--- src/rtl/led_mode_ctrl_if.sv ---
// Signal bundle between the LED mode controller and its surroundings:
// key/auto controls and breath engine input in, LED drive and mode status out.
interface led_mode_ctrl_if;
    logic       key_next;
    logic       auto_en;
    logic [3:0] breath_led;
    logic       breath_en;
    logic [3:0] led;
    logic [1:0] mode;

    modport master (
        output key_next,
        output auto_en,
        output breath_led,
        input  breath_en,
        input  led,
        input  mode
    );

    modport slave (
        input  key_next,
        input  auto_en,
        input  breath_led,
        output breath_en,
        output led,
        output mode
    );
endinterface

--- src/rtl/led_mode_ctrl.sv ---
// Mode controller for the 4-LED bank: off, breathing pass-through, blink and
// running light, stepped by key pulse or an automatic dwell timer.
module led_mode_ctrl #(
    parameter int TICK_CYCLES = 50_000,
    parameter int BLINK_MS    = 500,
    parameter int STEP_MS     = 250,
    parameter int AUTO_MS     = 4000
) (
    input  logic           sys_clk,
    input  logic           rst_n,
    led_mode_ctrl_if.slave bus
);

    typedef enum logic [1:0] {
        IDLE   = 2'd0,
        BREATH = 2'd1,
        BLINK  = 2'd2,
        RUN    = 2'd3
    } mode_t;

    localparam logic [15:0] TICK_LAST  = 16'(TICK_CYCLES - 1);
    localparam logic [15:0] BLINK_LAST = 16'(BLINK_MS - 1);
    localparam logic [15:0] STEP_LAST  = 16'(STEP_MS - 1);
    localparam logic [15:0] AUTO_LAST  = 16'(AUTO_MS - 1);

    mode_t       state;
    mode_t       state_next;
    logic [15:0] tick_cnt;
    logic [15:0] pat_cnt;
    logic [15:0] dwell_cnt;
    logic        tick;
    logic        phase;
    logic [3:0]  run_pat;
    logic [3:0]  led_q;
    logic        breath_en_q;
    logic        auto_active;
    logic        auto_adv;
    logic        mode_change;

    assign tick        = (tick_cnt == TICK_LAST);
    assign auto_active = bus.auto_en && (state != IDLE);
    assign auto_adv    = auto_active && tick && (dwell_cnt == AUTO_LAST);
    assign mode_change = (state_next != state);

    always_ff @(posedge sys_clk or negedge rst_n) begin
        if (!rst_n) begin
            state <= IDLE;
        end else begin
            state <= state_next;
        end
    end

    // A key press always wins over a coincident auto advance, so the two never stack.
    always_comb begin
        state_next = state;
        if (bus.key_next) begin
            case (state)
                IDLE:    state_next = BREATH;
                BREATH:  state_next = BLINK;
                BLINK:   state_next = RUN;
                default: state_next = IDLE;
            endcase
        end else if (auto_adv) begin
            case (state)
                BREATH:  state_next = BLINK;
                BLINK:   state_next = RUN;
                RUN:     state_next = BREATH;
                default: state_next = state;
            endcase
        end
    end

    always_ff @(posedge sys_clk or negedge rst_n) begin
        if (!rst_n) begin
            tick_cnt <= '0;
        end else if (mode_change || tick) begin
            tick_cnt <= '0;
        end else begin
            tick_cnt <= tick_cnt + 16'd1;
        end
    end

    always_ff @(posedge sys_clk or negedge rst_n) begin
        if (!rst_n) begin
            dwell_cnt <= '0;
        end else if (mode_change || !auto_active) begin
            dwell_cnt <= '0;
        end else if (tick) begin
            dwell_cnt <= dwell_cnt + 16'd1;
        end
    end

    // One pattern counter serves both blink half-periods and running-light steps.
    always_ff @(posedge sys_clk or negedge rst_n) begin
        if (!rst_n) begin
            pat_cnt <= '0;
            phase   <= 1'b1;
            run_pat <= 4'b0001;
        end else if (mode_change) begin
            pat_cnt <= '0;
            phase   <= 1'b1;
            run_pat <= 4'b0001;
        end else if (tick) begin
            case (state)
                BLINK: begin
                    if (pat_cnt == BLINK_LAST) begin
                        pat_cnt <= '0;
                        phase   <= ~phase;
                    end else begin
                        pat_cnt <= pat_cnt + 16'd1;
                    end
                end
                RUN: begin
                    if (pat_cnt == STEP_LAST) begin
                        pat_cnt <= '0;
                        run_pat <= {run_pat[2:0], run_pat[3]};
                    end else begin
                        pat_cnt <= pat_cnt + 16'd1;
                    end
                end
                default: pat_cnt <= '0;
            endcase
        end
    end

    always_ff @(posedge sys_clk or negedge rst_n) begin
        if (!rst_n) begin
            led_q       <= 4'b0000;
            breath_en_q <= 1'b0;
        end else begin
            breath_en_q <= (state == BREATH);
            case (state)
                BREATH:  led_q <= bus.breath_led;
                BLINK:   led_q <= {4{phase}};
                RUN:     led_q <= run_pat;
                default: led_q <= 4'b0000;
            endcase
        end
    end

    assign bus.led       = led_q;
    assign bus.breath_en = breath_en_q;
    assign bus.mode      = state;

endmodule

--- src/flat_wrapper.sv ---
// flat-port wrapper written by rule: the top's interface ports become plain ports
module led_mode_ctrl_flat 
#(
    parameter int TICK_CYCLES = 50_000,
    parameter int BLINK_MS    = 500,
    parameter int STEP_MS     = 250,
    parameter int AUTO_MS     = 4000
)
  (sys_clk, rst_n, bus_key_next, bus_auto_en, bus_breath_led, bus_breath_en, bus_led, bus_mode);
  led_mode_ctrl_if bus_i ();
  input  logic sys_clk;
  input  logic rst_n;
  input wire logic [$bits(bus_i.key_next)-1:0] bus_key_next;
  input wire logic [$bits(bus_i.auto_en)-1:0] bus_auto_en;
  input wire logic [$bits(bus_i.breath_led)-1:0] bus_breath_led;
  output wire logic [$bits(bus_i.breath_en)-1:0] bus_breath_en;
  output wire logic [$bits(bus_i.led)-1:0] bus_led;
  output wire logic [$bits(bus_i.mode)-1:0] bus_mode;
  assign bus_i.key_next = bus_key_next;
  assign bus_i.auto_en = bus_auto_en;
  assign bus_i.breath_led = bus_breath_led;
  assign bus_breath_en = bus_i.breath_en;
  assign bus_led = bus_i.led;
  assign bus_mode = bus_i.mode;
  led_mode_ctrl #(.TICK_CYCLES(TICK_CYCLES), .BLINK_MS(BLINK_MS), .STEP_MS(STEP_MS), .AUTO_MS(AUTO_MS)) u_core (.sys_clk(sys_clk), .rst_n(rst_n), .bus(bus_i));
endmodule
--- config.mk ---
export PLATFORM = sky130hd
export DESIGN_NAME = led_mode_ctrl_flat
export DESIGN_NICKNAME = d
export VERILOG_FILES = /design/src/rtl/led_mode_ctrl_if.sv /design/src/rtl/led_mode_ctrl.sv /design/src/flat_wrapper.sv
export SDC_FILE = /design/constraint.sdc
export NUM_CORES = 1
export LEC_CHECK = 0
export ABC_CLOCK_PERIOD_IN_PS = 6300
export CORE_UTILIZATION = 40
export CTS_BUF_LIST = sky130_fd_sc_hd__clkbuf_16
export CTS_CLUSTER_DIAMETER = 120
export DETAILED_ROUTE_END_ITERATION = 10
export GPL_TIMING_DRIVEN = 0
export PLACE_DENSITY = 0.54
export SLEW_MARGIN = 20
export SYNTH_ARGS = -nofsm -noshare
export SYNTH_HDL_FRONTEND = slang
export SYNTH_SLANG_ARGS = --single-unit
--- constraint.sdc ---
create_clock -name sys_clk -period 6.3 [get_ports sys_clk]
set_input_delay 1.89 -clock sys_clk [delete_from_list [all_inputs] [get_ports sys_clk]]
set_output_delay 1.89 -clock sys_clk [all_outputs]
set_load 0.05 [all_outputs]
==> metrics.txt, run 1 <==
total CTS buffers 9; PortBufs 14; TritonRoute pass-1 iters 5; Die Width 92.7 um; CTS tree built; core area 0.00785 sq mm; Tcrit/Tclk final 63.0%; Yosys top cell by area dfrtp_1; post_cts resized 0; global-route wire length before repair 13.0 mm; most common cell in the netlist dfrtp_1; FMAX 252 MHz; maximum capacitance violations 0; DRT antenna net count 0; Final Setup Violations 0; commonest cells in the netlist 58 x dfrtp_1, 40 x nor2_1, 34 x nand3_1, 30 x nand2_1, 23 x nand4_1; Worst Tran Pin Value 0.723 ns; layout cells sized above 1 8.66%; outcome complete, no violations; ys async rst share 100%; Crit path largest cell delay 0.59 ns; H-Tree Depth 3; hold crit path type reg -> reg; fin. max-slew vios 0; CTS clk-pin slew, worst paths 0.06 ns; Netlist cell types 45; die footprint 0.00859 sq mm; Worst Path Max Fanout 10; initial core utilization 41.9%; Bufs and invs on worst path 2; crit path DAT 4.23 ns; unrepaired setup endpoints after global routing no; largest net degree at the start of global routing 39; later-pin clock latency in the skew report 0.33 ns; Final Critical Period 3.97 ns; Leak 1.53 nW; remaining routing DRC violations 0; Crit Path Class in -> reg; endpoint type of the worst setup path register; Yosys warning total 0; fillers 760; Yosys top cell area share 44.1%; CP cell instances clkdlybuf4s50_1 -> nor2b_1 -> o31a_1 -> o21ai_1 -> nand2_1 -> clkbuf_1 -> nor2_1; Peak VDD IR 0.297 mV; Setup WS pre-CTS 1.98 ns; non-filler instance count after layout 483; Initial DRC Count 205; grt total ovfl 0; Worst EP required 6.56 ns; hpwl dp 4.98 mm; Seq cells post-synth 60; detailed-route via count 2714; syn_area_per_cell 9.40 sq um; CTS Hold Bufs 0; PnR Total Power 1.26 mW; Main synth FF type dfrtp_1; sequential fraction of the synthesis area 45.7%; root buf cell clkbuf_16; IO Count 15; Clock Tree Buf Depth 2; setup ws final 2.33 ns; number of antenna diodes 0; Worst path top cell family by delay buffers and inverters; GP Congestion 0.766; setup bufs post-CTS 0; Via density 5.62; Clock Skew 0.00534 ns; Clock Sinks 60; All-Layer GR Usage 19.4%; CP Launch Type input pin; Site Rows 32; Worst slew margin 51.5%; synthesized area 0.00329 sq mm; CP max-delay cell o21ai_1; area added between synthesis and finish 16.8%; ranking of synthesized cells by area dfrtp_1 44%, xnor2_1 5.3%, nand3_1 5.2%; Pwr per Cell Area 328 mW/mm^2; syn nets 367; WL/cell 15.2 um; Die H 92.7 um; number of cells after detailed placement 467; Post-Syn Instances 350; Fin Setup TNS 0 ns; final-stage net count 393; Routed WL 7.36 mm; number of synthesized flops with an enable pin 0; number of global-route vias before repair 2606; initial antenna violation count 0; Final Hold Fails 0
## layer usage
layer / GRT usage, % / part of all wire (%) / up-vias
met5: 0 / 0 / -
met4: 7.69 / 1.6 / 0
met3: 3.61 / 3.7 / 11
met2: 28.0 / 43 / 53
met1: 28.5 / 52 / 1321
li1: - / - / 1329
## worst paths after layout
path                                    start                  end  slack, ns  cells after the start
setup / recovery                 bus_key_next  u_core.tick_cnt[13]       2.33                      7
hold / removal             u_core.tick_cnt[0]   u_core.tick_cnt[0]       0.46                      1
setup reg to reg           u_core.bus.mode[0]  u_core.tick_cnt[13]       3.52                      7
hold reg to reg            u_core.tick_cnt[0]   u_core.tick_cnt[0]       0.46                      1
max in group asynchronous               rst_n    u_core.run_pat[0]       4.28                      2
min in group asynchronous               rst_n   u_core.tick_cnt[6]       1.45                      1
## metrics by stage
step                      hold WS (ns)  instance area [sq um]  util (%)
after global placement           0.452                   3560      45.3
after floorplan                  0.433                   3290         -
after CTS                        0.463                   3840      49.0
after global routing             0.481                   3840      49.0
final                            0.460                   3840      49.0
after detailed placement         0.453                   3580      45.6
## final cells by class
class                      instances  area [sq um]  share of cell area (%)
multi-input combinational        267          1690                    44.0
sequential                        60          1500                    39.1
clock buffer                       9           225                    5.86
timing repair buffer              15           158                    4.10
tap                              102           128                    3.32
buffer                            15          65.1                    1.69
clock inverter                     7          43.8                    1.14
inverter                           8          30.0                   0.781
## report_power, final
part / switching, mW / internal, mW / total (mW)
sequential: 0.0283 / 0.416 / 0.445
clock: 0.181 / 0.263 / 0.444
combinational: 0.258 / 0.114 / 0.372
## cell families (layout without fill, tap and decap cells)
logic type,Yosys count,after routing,synth area share [%]
simple gates,183,183,30.0
flops,60,60,45.7
compound gates,37,37,7.60
xor+xnor,31,31,8.25
buf+inv,23,54,2.89
fa+ha+maj,9,9,3.42
mux,7,7,2.17
## cells in the final DEF (no fill, tap or decap), types with 3 or more instances in the layout
master / synthesis / routed
dfrtp_1: 58 / 58
nor2_1: 40 / 40
nand3_1: 34 / 34
nand2_1: 30 / 30
nand4_1: 23 / 23
xnor2_1: 20 / 20
o211ai_1: 14 / 14
clkdlybuf4s50_1: 0 / 13
nor4_1: 12 / 12
and3_1: 11 / 11
xor2_1: 11 / 11
ha_1: 9 / 9
clkbuf_16: 0 / 9
inv_1: 8 / 8
nor3_1: 8 / 8
a21oi_1: 7 / 7
clkbuf_1: 7 / 7
buf_2: 6 / 6
mux2i_1: 6 / 6
a22oi_1: 4 / 4
and4_1: 4 / 4
o21ai_0: 4 / 4
nor2b_1: 3 / 3
clkinvlp_4: 0 / 3
## worst register-to-register path: cells and delay by family (launching register included)
family | cells | cell delay [ns]
AO/OA/AOI/OAI | 2 | 0.90
adder cells (fa/ha/maj) | 1 | 0.34
flip-flops | 1 | 0.50
buffers and inverters | 2 | 0.43
AND/OR/NAND/NOR | 2 | 0.53
## sequential cells by signal, summed over array words and instances (netlist names)
name and cells:
u_core.bus.breath_en 1, u_core.bus.led 4, u_core.bus.mode 2, u_core.dwell_cnt 16, u_core.pat_cnt 16, u_core.phase 1
u_core.run_pat 4, u_core.tick_cnt 16
Note: power is estimated with default switching activity, not from simulation.
==> run 2: changes to the inputs <==
--- a/config.mk
+++ b/config.mk
@@ -5,13 +5,13 @@
 export SDC_FILE = /design/constraint.sdc
 export NUM_CORES = 1
 export LEC_CHECK = 0
-export ABC_CLOCK_PERIOD_IN_PS = 6300
+export ABC_CLOCK_PERIOD_IN_PS = 3500
 export CORE_UTILIZATION = 40
 export CTS_BUF_LIST = sky130_fd_sc_hd__clkbuf_16
 export CTS_CLUSTER_DIAMETER = 120
 export DETAILED_ROUTE_END_ITERATION = 10
 export GPL_TIMING_DRIVEN = 0
-export PLACE_DENSITY = 0.54
+export PLACE_DENSITY = 0.56
 export SLEW_MARGIN = 20
 export SYNTH_ARGS = -nofsm -noshare
 export SYNTH_HDL_FRONTEND = slang
==> constraint.sdc (replaced) <==
create_clock -name sys_clk -period 3.5 [get_ports sys_clk]
set_input_delay 1.05 -clock sys_clk [delete_from_list [all_inputs] [get_ports sys_clk]]
set_output_delay 1.05 -clock sys_clk [all_outputs]
set_load 0.05 [all_outputs]
==> metrics.txt, run 2 (synthesis gave the netlist of run 1 again) <==
Clock Sinks 60 (unchanged); most frequent cells in the layout 58 x dfrtp_1, 40 x nor2_1, 34 x nand3_1, 30 x nand2_1, 23 x nand4_1; grt total ovfl 0 (unchanged); final-stage net count 393 (unchanged); CTS clk-pin slew, worst paths 0.05 ns (about the same); root buf cell clkbuf_16; reg2reg path depth 7 (unchanged); hold crit path type reg -> reg; met2 Use GR 29.8% (+1.8 points); Peak VDD IR 0.424 mV (+43%); Final Hold Fails 0 (unchanged); PnR Total Power 2.30 mW (+82%); unrepaired setup endpoints after global routing no; commonest non-fill, non-tap cell in the layout dfrtp_1; Clock Tree Buf Depth 2 (unchanged); GP Congestion 0.795 (+3.7%); Fin Setup TNS 0 ns (unchanged); Via density 5.60 (-0.35%); r2r setup slk 0.69 ns (-2.83 ns); Final Setup Violations 0 (unchanged); remaining routing DRC violations 0 (unchanged); final instance area 0.00385 sq mm (+0.16%); met1 GRT Util 27.0% (-1.5 points); area added between synthesis and finish 17.0%; hpwl dp 5.00 mm (+0.34%); FMAX 316 MHz; CTS tree built; DRT antenna net count 0 (unchanged); largest net degree at the start of global routing 35 (-10%); global-route wire length before repair 13.1 mm (+0.69%); Worst slew margin 50.7% (-0.76 points); Initial DRC Count 215 (+4.9%); H-Tree Depth 3 (unchanged); die footprint 0.00859 sq mm (unchanged); Leak 1.56 nW (+1.6%); number of antenna diodes 0 (unchanged); number of global-route vias before repair 2681 (+2.9%); setup bufs post-CTS 0 (unchanged); Post-DP Area 0.00358 sq mm (unchanged); All-Layer GR Usage 19.4% (+0.073 points); maximum capacitance violations 0 (unchanged); Pwr per Cell Area 596 mW/mm^2 (+82%); endpoint type of the worst setup path register; IO Count 15 (unchanged); Worst Path Max Fanout 10 (unchanged); PortBufs 14 (unchanged); Clock Skew 0.00551 ns (+0.000176 ns); Site Rows 32 (unchanged); initial core utilization 41.9% (unchanged); WHS Path Cells 1 (unchanged); biggest regs u_core.dwell_cnt: 16 flops, u_core.pat_cnt: 16 flops, u_core.tick_cnt: 16 flops; crit path DAT 3.42 ns (-0.81 ns); initial antenna violation count 0 (unchanged); Routed WL 7.34 mm (-0.26%); Final Critical Period 3.17 ns; fin. max-slew vios 0 (unchanged); Worst EP required 3.75 ns (-2.81 ns); grt peak-use layer met2; Crit Path Class in -> reg; total CTS buffers 9 (unchanged); WL/cell 15.2 um (about the same); Die H 92.7 um (unchanged); Tcrit/Tclk final 90.5%; later-pin clock latency in the skew report 0.32 ns (about the same); detailed-route via count 2699 (-0.55%); post_cts resized 0 (unchanged); Die Width 92.7 um (unchanged); Worst Tran Pin Value 0.735 ns (+0.0113 ns); core area 0.00785 sq mm (unchanged); CP Launch Type input pin; M3 GR Usage 3.53% (-0.082 points); outcome complete, no violations; fillers 766 (+0.79%); layout cells sized above 1 7.89% (-0.77 points); CTS Hold Bufs 0 (unchanged); TritonRoute pass-1 iters 5 (unchanged)
run 2: cell type report:
type	instances	area (sq um)	share of cell area [%]
repair buffers	15	158	4.09
clock buffers	9	225	5.85
flip-flops and latches	60	1500	39.1
inverters	8	30.0	0.780
clock inverters	6	50.0	1.30
plain buffers	15	65.1	1.69
multi-input cells	267	1690	43.9
well taps	102	128	3.31
run 2: path summary, 6_finish.rpt:
check	to	startpoint
setup / recovery	u_core.tick_cnt[11]	bus_key_next
hold / removal	u_core.tick_cnt[0]	u_core.tick_cnt[0]
setup reg to reg	u_core.tick_cnt[11]	u_core.bus.mode[0]
hold reg to reg	u_core.tick_cnt[0]	u_core.tick_cnt[0]
max in group asynchronous	u_core.tick_cnt[3]	rst_n
min in group asynchronous	u_core.dwell_cnt[14]	rst_n
run 2: metrics by stage:
step	cells	setup WS, ns	util (%)	hold slack [ns]
after global routing	482	0.110	49.1	0.496
after floorplan	350	0.985	-	0.433
final	482	0.333	49.1	0.463
after global placement	466	-0.613	45.3	0.457
after CTS	482	0.342	49.1	0.464
after detailed placement	467	0.0107	45.6	0.457
run 2: power breakdown:
group / switching, mW / internal, mW / total, mW
combinational: 0.465 / 0.204 / 0.669
clock: 0.292 / 0.534 / 0.826
sequential: 0.0513 / 0.750 / 0.801
run 2: metal layers:
layer | vias up | part of all wire [%]
li1 | 1331 | -
met2 | 39 | 46
met4 | 0 | 1.2
met1 | 1322 | 50
met5 | - | 0
met3 | 7 | 3.0
run 2: worst max-delay path, stage by stage:
cell,delay [ns]
clkdlybuf4s50_1,0.57
nor2b_1,0.08
o31a_1,0.26
o21ai_1,0.60
nand2_1,0.38
clkbuf_1,0.32
nor2_1,0.16
==> variant, RTL diff (config.mk and constraints of run 2) <==
Reset style: synchronous (`rst_n`), changed in 5 clocked blocks.
--- a/src/rtl/led_mode_ctrl.sv
+++ b/src/rtl/led_mode_ctrl.sv
@@ -43,5 +43,5 @@
     assign mode_change = (state_next != state);
 
-    always_ff @(posedge sys_clk or negedge rst_n) begin
+    always_ff @(posedge sys_clk) begin
         if (!rst_n) begin
             state <= IDLE;
@@ -71,5 +71,5 @@
     end
 
-    always_ff @(posedge sys_clk or negedge rst_n) begin
+    always_ff @(posedge sys_clk) begin
         if (!rst_n) begin
             tick_cnt <= '0;
@@ -81,5 +81,5 @@
     end
 
-    always_ff @(posedge sys_clk or negedge rst_n) begin
+    always_ff @(posedge sys_clk) begin
         if (!rst_n) begin
             dwell_cnt <= '0;
@@ -92,5 +92,5 @@
 
     // One pattern counter serves both blink half-periods and running-light steps.
-    always_ff @(posedge sys_clk or negedge rst_n) begin
+    always_ff @(posedge sys_clk) begin
         if (!rst_n) begin
             pat_cnt <= '0;
@@ -124,5 +124,5 @@
     end
 
-    always_ff @(posedge sys_clk or negedge rst_n) begin
+    always_ff @(posedge sys_clk) begin
         if (!rst_n) begin
             led_q       <= 4'b0000;
Function: differs if rst_n is asserted again (counterexample within 4 cycles, from zero or initial values and one cycle with rst_n low); with rst_n held inactive, the same outputs for 10 cycles.
==> variant against run 2 <==
  * Design area decreased by 10%
  * Register-to-register slack improved by 350 ps
  * Sequential share of layout area decreased by 4.3 points
  * Count of clock-buffer cells in the layout unchanged
  * Die area decreased by 13%
  * Worst setup slack improved by 230 ps
  * Wire length decreased by 21%
  * Sequential cell count unchanged
  * Critical endpoint is now u_core.dwell_cnt[13]
  * Global-route usage decreased by 1.6 points
  * Synthesized area decreased by 13%
Power is not compared: it rests on default switching activity, and its combinational part moved more than twofold at a synthesized area within 25%.
==> variant: results <==
INSERT INTO impl_metrics (metric_group, metric, value, unit) VALUES
('synth', 'synth.area.mux_share', '1.75', '%'),
('global_routing', 'grt_max_degree', '12', ''),
('synth', 'ys_top_cells_by_count', 'dfxtp_1, nor2_1, xnor2_1', ''),
('route', 'wire_length_after_detailed_routing', '5810', 'um'),
('synth', 'synth_fa_ha_area_share', '3.51', '%'),
('global_routing', 'globalRouteTotalUtil', '17.8', '%'),
('route', 'drt_iter0_markers', '133', ''),
('synth', 'synth_compound_gate_area_share', '6.09', '%'),
('route', 'number_of_search_and_repair_iterations_in_the_first_detailed_routing_pass', '4', ''),
('route', 'routed_length_per_instance', '12.7', 'um'),
('placement', 'placement.setup.worst_slack', '255', 'ps'),
('timing', 'timing_worst_slew_pin_value', '578', 'ps'),
('status', 'status', 'completed', ''),
('final_layout', 'n_fill_cell', '673', ''),
('placement', 'place_hpwl', '4120', 'um'),
('global_routing', 'grt_pass1_wl', '10500', 'um'),
('synth', 'synth-xor-area-share', '13.2', '%'),
('placement', 'weighted_congestion_reported_at_the_end_of_routability_driven_placement', '0.787', ''),
('synth', 'synth.area.top_cells', 'dfxtp_1, xnor2_1, nor2_1, nand2_1, ha_1', ''),
('synth', 'synth_top_flop_cell', 'dfxtp_1', '');
## variant: cell types whose count changed in the layout (fill, tap and decap cells not counted), moves of 4 or more
cell      change
buf_2         -4
dfxtp_1      +60
nand3_1      -21
dfrtp_1      -58
nand4_1      -13
and3_1        -4
nor2_1       +18
nor3_1        +6
xnor2_1      +13
o211ai_1     -13
## variant: area by class of cell
cell class	count	area [um2]	area share, %
plain buffers	8	40.0	1.16
clock buffers	9	225	6.52
clock inverters	7	115	3.33
inverters	11	41.3	1.20
multi-input cells	254	1570	45.5
flip-flops and latches	60	1200	34.8
well taps	96	120	3.48
repair buffers	14	140	4.06
## variant: routing by layer
layer  track usage [%]  vias to the layer above  share of wire [%]
met2              28.4                       36                 44
met3              4.57                        6                3.8
met1              23.6                     1089                 51
li1                  -                     1213                  -
met4              6.06                        0                1.0
met5                 0                        -                  0
## variant: power by group through the flow
stage	clock network, uW	logic [uW]	registers, uW
after floorplan	0	57.4	732
after global placement	0	111	717
after detailed placement	0	112	717
after CTS	1020	113	702
after global routing	1050	123	704
final	994	111	703
## variant: final timing paths
check / from / to / slack, ps / cells after the start
setup / recovery: bus_key_next / u_core.dwell_cnt[13] / 570 / 7
setup reg to reg: u_core.bus.mode[1] / u_core.dwell_cnt[13] / 1040 / 8
hold reg to reg: u_core.tick_cnt[0] / u_core.tick_cnt[0] / 450 / 1
hold / removal: u_core.tick_cnt[0] / u_core.tick_cnt[0] / 450 / 1
## variant: logic make-up after synthesis
| logic type | Yosys count |
|---|---|
| AND/OR/NAND/NOR | 170 |
| buffers and inverters | 19 |
| adder cells (fa/ha/maj) | 8 |
| XOR/XNOR | 43 |
| AO/OA/AOI/OAI | 28 |
| multiplexers | 5 |
| flip-flops | 60 |
## variant: stage by stage
stage	cell area, um2	hold slack, ps
floorplan	2850	418
detailed placement	3110	442
global placement	3110	435
finish	3450	449
CTS	3450	451
global route	3450	488
## variant: worst max-delay path, stage by stage
cell             delay [ps]
clkdlybuf4s50_1         580
inv_1                   100
o211a_1                 250
nor3_1                  490
o21ai_1                 330
buf_2                   270
nor2_1                  110
